`src/rtl/demux16_router.sv`:
```
// demux16_router: steers a 16-bit word stream into two independent output FIFOs (A / B)
// Ports:
//   clk, rst_n                  clock and synchronous active-low reset
//   in_data, in_sel, in_valid   input word, destination (0=A, 1=B), valid
//   in_ready                    the channel chosen by in_sel can take a word
//   a_data, a_valid, a_ready    channel A head word and handshake
//   b_data, b_valid, b_ready    channel B head word and handshake
//   a_count, b_count            delivered-word counters, wrap modulo 2^CNT_W
//   a_level, b_level            FIFO occupancy 0..DEPTH
// Optional: define DEMUX16_ROUTER_FULL_PASS_EN to let a full FIFO accept a push
// in the same cycle its consumer pops.

module demux16_router_fifo #(
   parameter int DEPTH = 2,
   parameter int CNT_W = 16,
   parameter int LW    = $clog2(DEPTH) + 1
) (
   input  logic             clk,
   input  logic             rst_n,
   input  logic             push,
   input  logic [15:0]      wdata,
   input  logic             ready,
   output logic [15:0]      data,
   output logic             valid,
   output logic             full,
   output logic [LW-1:0]    level,
   output logic [CNT_W-1:0] count
);
   localparam int PW = $clog2(DEPTH);
   logic [15:0]   mem [DEPTH];
   logic [PW-1:0] wr, rd;
   logic [15:0]   last;
   logic          pop;
   assign valid = level != '0;
   assign full  = level == LW'(DEPTH);
   assign pop   = valid & ready;
   // an empty FIFO keeps presenting the word it last delivered
   assign data  = valid ? mem[rd] : last;
   always_ff @(posedge clk) begin
      if (!rst_n) begin
         for (int i = 0; i < DEPTH; i++) mem[i] <= '0;
         wr    <= '0;
         rd    <= '0;
         last  <= '0;
         level <= '0;
         count <= '0;
      end else begin
         // when full and popping, wr == rd: the freed slot takes the new tail word
         if (push) begin
            mem[wr] <= wdata;
            wr      <= wr + 1'b1;
         end
         if (pop) begin
            last  <= mem[rd];
            rd    <= rd + 1'b1;
            count <= count + 1'b1;
         end
         level <= level + LW'(push) - LW'(pop);
      end
   end
endmodule

module demux16_router #(
   parameter int DEPTH = 2,
   parameter int CNT_W = 16
) (
   input  logic                       clk,
   input  logic                       rst_n,
   input  logic [15:0]                in_data,
   input  logic                       in_sel,
   input  logic                       in_valid,
   output logic                       in_ready,
   output logic [15:0]                a_data,
   output logic                       a_valid,
   input  logic                       a_ready,
   output logic [15:0]                b_data,
   output logic                       b_valid,
   input  logic                       b_ready,
   output logic [CNT_W-1:0]           a_count,
   output logic [CNT_W-1:0]           b_count,
   output logic [$clog2(DEPTH):0]     a_level,
   output logic [$clog2(DEPTH):0]     b_level
);
   logic a_full, b_full, a_acc, b_acc;
`ifdef DEMUX16_ROUTER_FULL_PASS_EN
   assign a_acc = !a_full | a_ready;
   assign b_acc = !b_full | b_ready;
`else
   assign a_acc = !a_full;
   assign b_acc = !b_full;
`endif
   assign in_ready = in_sel ? b_acc : a_acc;
   demux16_router_fifo #(.DEPTH(DEPTH), .CNT_W(CNT_W)) u_a (
      .clk(clk), .rst_n(rst_n), .push(in_valid & a_acc & !in_sel), .wdata(in_data),
      .ready(a_ready), .data(a_data), .valid(a_valid), .full(a_full),
      .level(a_level), .count(a_count));
   demux16_router_fifo #(.DEPTH(DEPTH), .CNT_W(CNT_W)) u_b (
      .clk(clk), .rst_n(rst_n), .push(in_valid & b_acc & in_sel), .wdata(in_data),
      .ready(b_ready), .data(b_data), .valid(b_valid), .full(b_full),
      .level(b_level), .count(b_count));
endmodule
```
`config.mk`:
```
export PLATFORM = sky130hd
export DESIGN_NAME = demux16_router
export DESIGN_NICKNAME = d
export VERILOG_FILES = /design/src/rtl/demux16_router.sv
export SDC_FILE = /design/constraint.sdc
export NUM_CORES = 1
export LEC_CHECK = 0
export BUFFER_PORTS_ARGS = -buffer_cell sky130_fd_sc_hd__buf_2
export CAP_MARGIN = 20
export CORE_MARGIN = 3
export CORE_UTILIZATION = 55
export DETAILED_ROUTE_END_ITERATION = 12
export PLACE_DENSITY = 0.77
export SLEW_MARGIN = 0
export SYNTH_ARGS = -nofsm -noshare
export SYNTH_HDL_FRONTEND = slang
export SYNTH_SLANG_ARGS = --single-unit
```
`constraint.sdc`:
```
create_clock -name clk -period 3 [get_ports clk]
set_clock_uncertainty 0.1 [all_clocks]
set_input_delay 0.45 -clock clk [delete_from_list [all_inputs] [get_ports clk]]
set_output_delay 0.45 -clock clk [all_outputs]
set_load 0.005 [all_outputs]
```
Yosys cells after proc, flatten, opt, wreduce, memory -nomap -nowiden
Memories as Yosys holds them, arrays and structs flattened. A register that Yosys moved wholly into a read port is not among the register bits.
Index checks and enable logic that the tools add are counted.
- register bits after elaboration: 72
- RAM bits: 64
- bits of input ports: 22
- output and inout bits: 71
- logic and storage cells: 57
- memories: 2
- add/sub/neg operators: 10
- eq/ne operators: 2
- muxes and demuxes: 20
- bitwise logic cells: 6
- reductions and logical operators: 7
- memories (name ; words ; width ; rd ports ; clocked after memory_dff ; wr ports ; line ; RTL):
    u_a.mem ; 2 ; 16 ; 1 ; 1 ; 2 ; 30 ; logic [15:0] mem [DEPTH];
    u_b.mem ; 2 ; 16 ; 1 ; 1 ; 2 ; 30 ;
- operators by type and width (operator ; number):
    $mux W16 ; 4
    $add A16 B1 Y16 const B ; 2
    $reduce_or A16 Y1 ; 2
    $mux W1 ; 16
    $and A1 B1 Y1 ; 6
    $add A1 B1 Y1 const B ; 4
    $add A2 B1 Y2 ; 2
    $eq A2 B2 Y1 const B ; 2
    $reduce_bool A2 Y1 ; 2
    $sub A2 B1 Y2 ; 2
    $logic_not A1 Y1 ; 3

Depth between registers and ports, before layout
- depth after elaboration: 9
- gate-level depth with buffers: 10
- mapped depth without buffers: 8

Modules after synthesis
A second synthesis with hierarchy kept.
- cell total of the unflattened synthesis: 575
- area total of the unflattened synthesis: 6137.1 um^2
- by module, submodules not included (module ; times used ; cells an instance ; area an instance (um^2) ; sequential area each (um^2)):
    demux16_router_fifo ; 2 ; 286 ; 3055.4 ; 1701.6
    demux16_router ; 1 ; 3 ; 26.3 ; 0.0

Worst setup path after synthesis
OpenSTA, ideal clock, no wires.
- kind: input to register
- start point: input port rst_n
- end point: memory u_b.mem[1][0], enable pin
- library setup time: 0.411 ns
- arrival time: 2.031 ns
- data required time: 2.489 ns
- setup slack: 0.458 ns
- cell stages on the path: 3
- path buffers: 1
- cells stage by stage: clkbuf_1 nand4_1 o21ai_0
- RTL lines (element ; line ; RTL):
    start, declared ; 68 ; input logic rst_n,
    end, declared ; 30 ;

Worst setup path after layout
- start point: register u_a.level[1]
- end point: output port a_data[2]
- word-level cells in the longest chain between the ends: 2
- ends and longest elaborated chain (element ; line ; RTL):
    start, declared ; 26 ; output logic [LW-1:0] level,
    start signal, assigned ; 58 ; level <= level + LW'(push) - LW'(pop);
    $reduce_bool A2 Y1 ; 34 ; assign valid = level != '0;
    $mux W16 ; 38 ; assign data = valid ? mem[rd] : last;
    end, declared ; 73 ; output logic [15:0] a_data,
No other way between the ends.

==> run summary <==
RUN STATUS
--------------------------------------------------------------------------------------
Run status                                                                finished, final reports clean

SYNTHESIS
--------------------------------------------------------------------------------------
Synthesized flop and latch total                                                   138
Number of distinct standard cells referenced by the synthesized netlist             40
Adder-Cell Fraction of Synth Area                                               0.0126
Sequential fraction of the synthesis area                                        0.570
Fraction of synthesized cell area in xor and xnor cells                         0.0440
Cells after Synth                                                                  568
Post-synthesis share of cell area spent on and, or, nand and nor gates           0.195
Synth Warn #                                                                         0
Number of nets produced by synthesis                                               596
Avg Cell Area, Syn                                                          10.5 sq um
Cell type with the largest total area after synthesis                     sky130_fd_sc_hd__edfxtp_1
Yosys top cell area share                                                        0.322
Top cells by area in the synthesized netlist                              sky130_fd_sc_hd__edfxtp_1, sky130_fd_sc_hd__dfxtp_1, sky130_fd_sc_hd__and2_1
Dominant combinational cell family by area after synthesis                simple AND/OR/NAND/NOR gates
Synthesized cell area                                                     0.00597 sq mm
Proportion of synthesized area in mux cells                                     0.0572
Compound-cell area share of the yosys netlist                                   0.0930

ROUTE
--------------------------------------------------------------------------------------
Remaining design rule violation count                                                0
Total via count after detailed routing                                            4389
Total Wirelength                                                          12600 microns
1st-iter DRT viols                                                                 313
Avg Vias per Cell                                                                 5.44
Post-route ant nets                                                                  0
DR pass1 iterations                                                                  5
Wirelength per Cell                                                       15.6 microns

CLOCK TREE
--------------------------------------------------------------------------------------
Total setup buffers inserted after CTS                                               0
Clock slew at the register clock pins of the worst setup and hold paths        0.06 ns
Maximum count of clock buffers along a single path                                   2
Clock tree from TritonCTS                                                          yes
H-tree depth                                                                         4
Hold Buf Count CTS                                                                   0
Clock root buffer                                                         sky130_fd_sc_hd__clkbuf_8
# resized after CTS                                                                  0
Clock latency reported for the late side of the worst-skew pair                0.52 ns
# clock sinks                                                                      138
Number of buffers added by the clock tree synthesis step                            17

SETUP PATH
--------------------------------------------------------------------------------------
Critical Path Fanout Max                                                            33
Critical path endpoint category                                             output pin
Required time of the critical path                                             2.45 ns
Kind of start point of the critical path                                      register
Worst EP arrival                                                               1.93 ns
Type of the setup path with the least slack                               register to output pin

GLOBAL ROUTE
--------------------------------------------------------------------------------------
Via count of the first global-routing pass                                        4084
Initial antenna violation count                                                      0
Total congestion overflow                                                            0
Total GRT Usage                                                                  0.220
First-pass GRT wire length                                                20300 microns
Maximum number of pins on one net before global-route repair                        43

PLACEMENT
--------------------------------------------------------------------------------------
Placed cells                                                                       775
Number of buffers added on ports                                                    92
HPWL after detailed placement                                             8750 microns
Routability congestion estimate                                                  0.774

FLOORPLAN
--------------------------------------------------------------------------------------
Die width                                                                  110 microns
Standard-cell row count                                                             37
Number of I/O pins                                                                  93
Die outline height                                                         110 microns
Core Footprint                                                            0.0105 sq mm
Total Die Area                                                            0.0121 sq mm
Initial standard-cell utilization of the core                                    0.571

TIMING
--------------------------------------------------------------------------------------
Final worst hold slack                                                        0.167 ns
Setup violators final                                                                0
Final hold viol count                                                                0
Setup repair after global routing missed its margin                              false
Sum Neg Setup Slack                                                               0 ns
Worst slew margin relative to its limit                                          0.424
Clock period minus worst slack                                                 2.48 ns
Tcrit/Tclk final                                                                 0.826
Slew @ Worst Pin                                                              0.861 ns
Peak clock frequency supported by timing                                       403 MHz
Number of pins exceeding their max-slew limit in the final report                    0

FINAL LAYOUT
--------------------------------------------------------------------------------------
Fillers                                                                            798
Share of final-layout standard cells stronger than drive strength 1              0.207
Layout Nets                                                                        686
Footprint of the multi-input gates                                        0.00240 sq mm
Inserted Diodes                                                                      0
Total area of sequential cells                                            0.00340 sq mm
Number of non-filler instances in the completed layout                             807
Growth of design area from synthesis to finish                                   19.2%

JOB
--------------------------------------------------------------------------------------
Max-Cap Viols                                                                        0

POWER
--------------------------------------------------------------------------------------
Static leakage power                                                           2.82 nW
Pwr Total                                                                      6.09 mW
VDD IR max                                                                  0.000442 V
PwrDens                                                                    856 mW/mm^2

WORST HOLD PATH
--------------------------------------------------------------------------------------
Worst hold path class                                                     primary input to register

where the power goes:
part / total (mW) / switching, mW / internal (mW) / leakage (nW)
combinational: 1.79 / 1.04 / 0.750 / 1.28
sequential: 2.37 / 0.145 / 2.22 / 1.27
clock: 1.94 / 0.720 / 1.22 / 0.275
total: 6.09 / 1.90 / 4.19 / 2.82
layer usage:
layer  up-vias  GRT usage  part of all wire
met3        18     0.0507             0.065
met4         0     0.0827             0.015
met1      2069      0.295              0.44
met2       132      0.349              0.48
met5         -          0                 0
li1       2170          -                 -
logic make-up (layout without fill, tap and decap cells):
kind of cell             after synthesis  count (layout)
AO/OA/AOI/OAI                         89              89
buffers and inverters                 44             147
adder cells (fa/ha/maj)                6               6
XOR/XNOR                              30              30
multiplexers                          34              34
AND/OR/NAND/NOR                      227             227
flip-flops                           138             138
flip-flops by register name (all words and copies together) (netlist names), named ones only:
name       count
u_a.rd         1
u_b.last      16
u_b.mem       32
u_b.level      2
u_b.count     16
u_a.last      16
u_a.level      2
u_a.count     16
u_a.mem       32
u_b.rd         1
u_a.wr         1
u_b.wr         1
synthesized netlist by cell type (all sizes together):
cell and n:
a211oi 32, a21oi 41, and2 67, and3 1, and4 2, buf 6
clkbuf 27, dfxtp 74, edfxtp 64, ha 6, inv 11, mux2 1
mux2i 33, nand2 12, nand2b 3, nand3 9, nand4 8, nor2 98
nor2b 1, nor3 5, nor4 4, nor4b 2, o2111a 1, o2111ai 2
o21a 1, o21ai 9, o31ai 3, or2 5, or3 7, or4 3
xnor2 17, xor2 13
metrics by stage:
step | setup WS (ns) | utilization | cell area [sq um]
after floorplan | 0.458 | - | 5970
final | 0.521 | 0.680 | 7120
after CTS | 0.481 | 0.680 | 7120
after detailed placement | 1.01 | 0.627 | 6560
after global routing | 0.340 | 0.680 | 7120
after global placement | 1.03 | 0.627 | 6560
critical path: stages, from the launching register on:
cell and delay, ns:
sky130_fd_sc_hd__dfxtp_1 0.48, sky130_fd_sc_hd__or2_2 0.55, sky130_fd_sc_hd__nor2_1 0.08, sky130_fd_sc_hd__a21oi_1 0.16, sky130_fd_sc_hd__buf_2 0.14
layout make-up:
cell class,count,share of cell area
flip-flops and latches,138,0.478
multi-input cells,386,0.337
repair buffers,104,0.0774
clock buffers,23,0.0642
well taps,136,0.0239
clock inverters,9,0.0135
inverters,11,0.00580
cells in the final DEF (no fill, tap or decap), types with 16 or more instances in the layout:
cell | synthesis | routed
sky130_fd_sc_hd__a211oi_1 | 32 | 32
sky130_fd_sc_hd__a21oi_1 | 41 | 41
sky130_fd_sc_hd__and2_1 | 67 | 67
sky130_fd_sc_hd__buf_2 | 3 | 92
sky130_fd_sc_hd__clkbuf_16 | 0 | 16
sky130_fd_sc_hd__dfxtp_1 | 74 | 74
sky130_fd_sc_hd__edfxtp_1 | 64 | 64
sky130_fd_sc_hd__mux2i_1 | 33 | 33
sky130_fd_sc_hd__nor2_1 | 98 | 98
sky130_fd_sc_hd__xnor2_1 | 17 | 17
worst paths after layout:
path | from | to | slack [ns] | depth (start not counted)
hold / removal | in_data[10] | u_a.mem[1][10] | 0.17 | 2
setup reg to reg | u_b.level[0] | u_b.level[1] | 1.01 | 8
hold reg to reg | u_b.count[15] | u_b.count[15] | 0.38 | 2
setup / recovery | u_a.level[1] | a_data[2] | 0.52 | 4
Power figures use the tool's default switching activity.
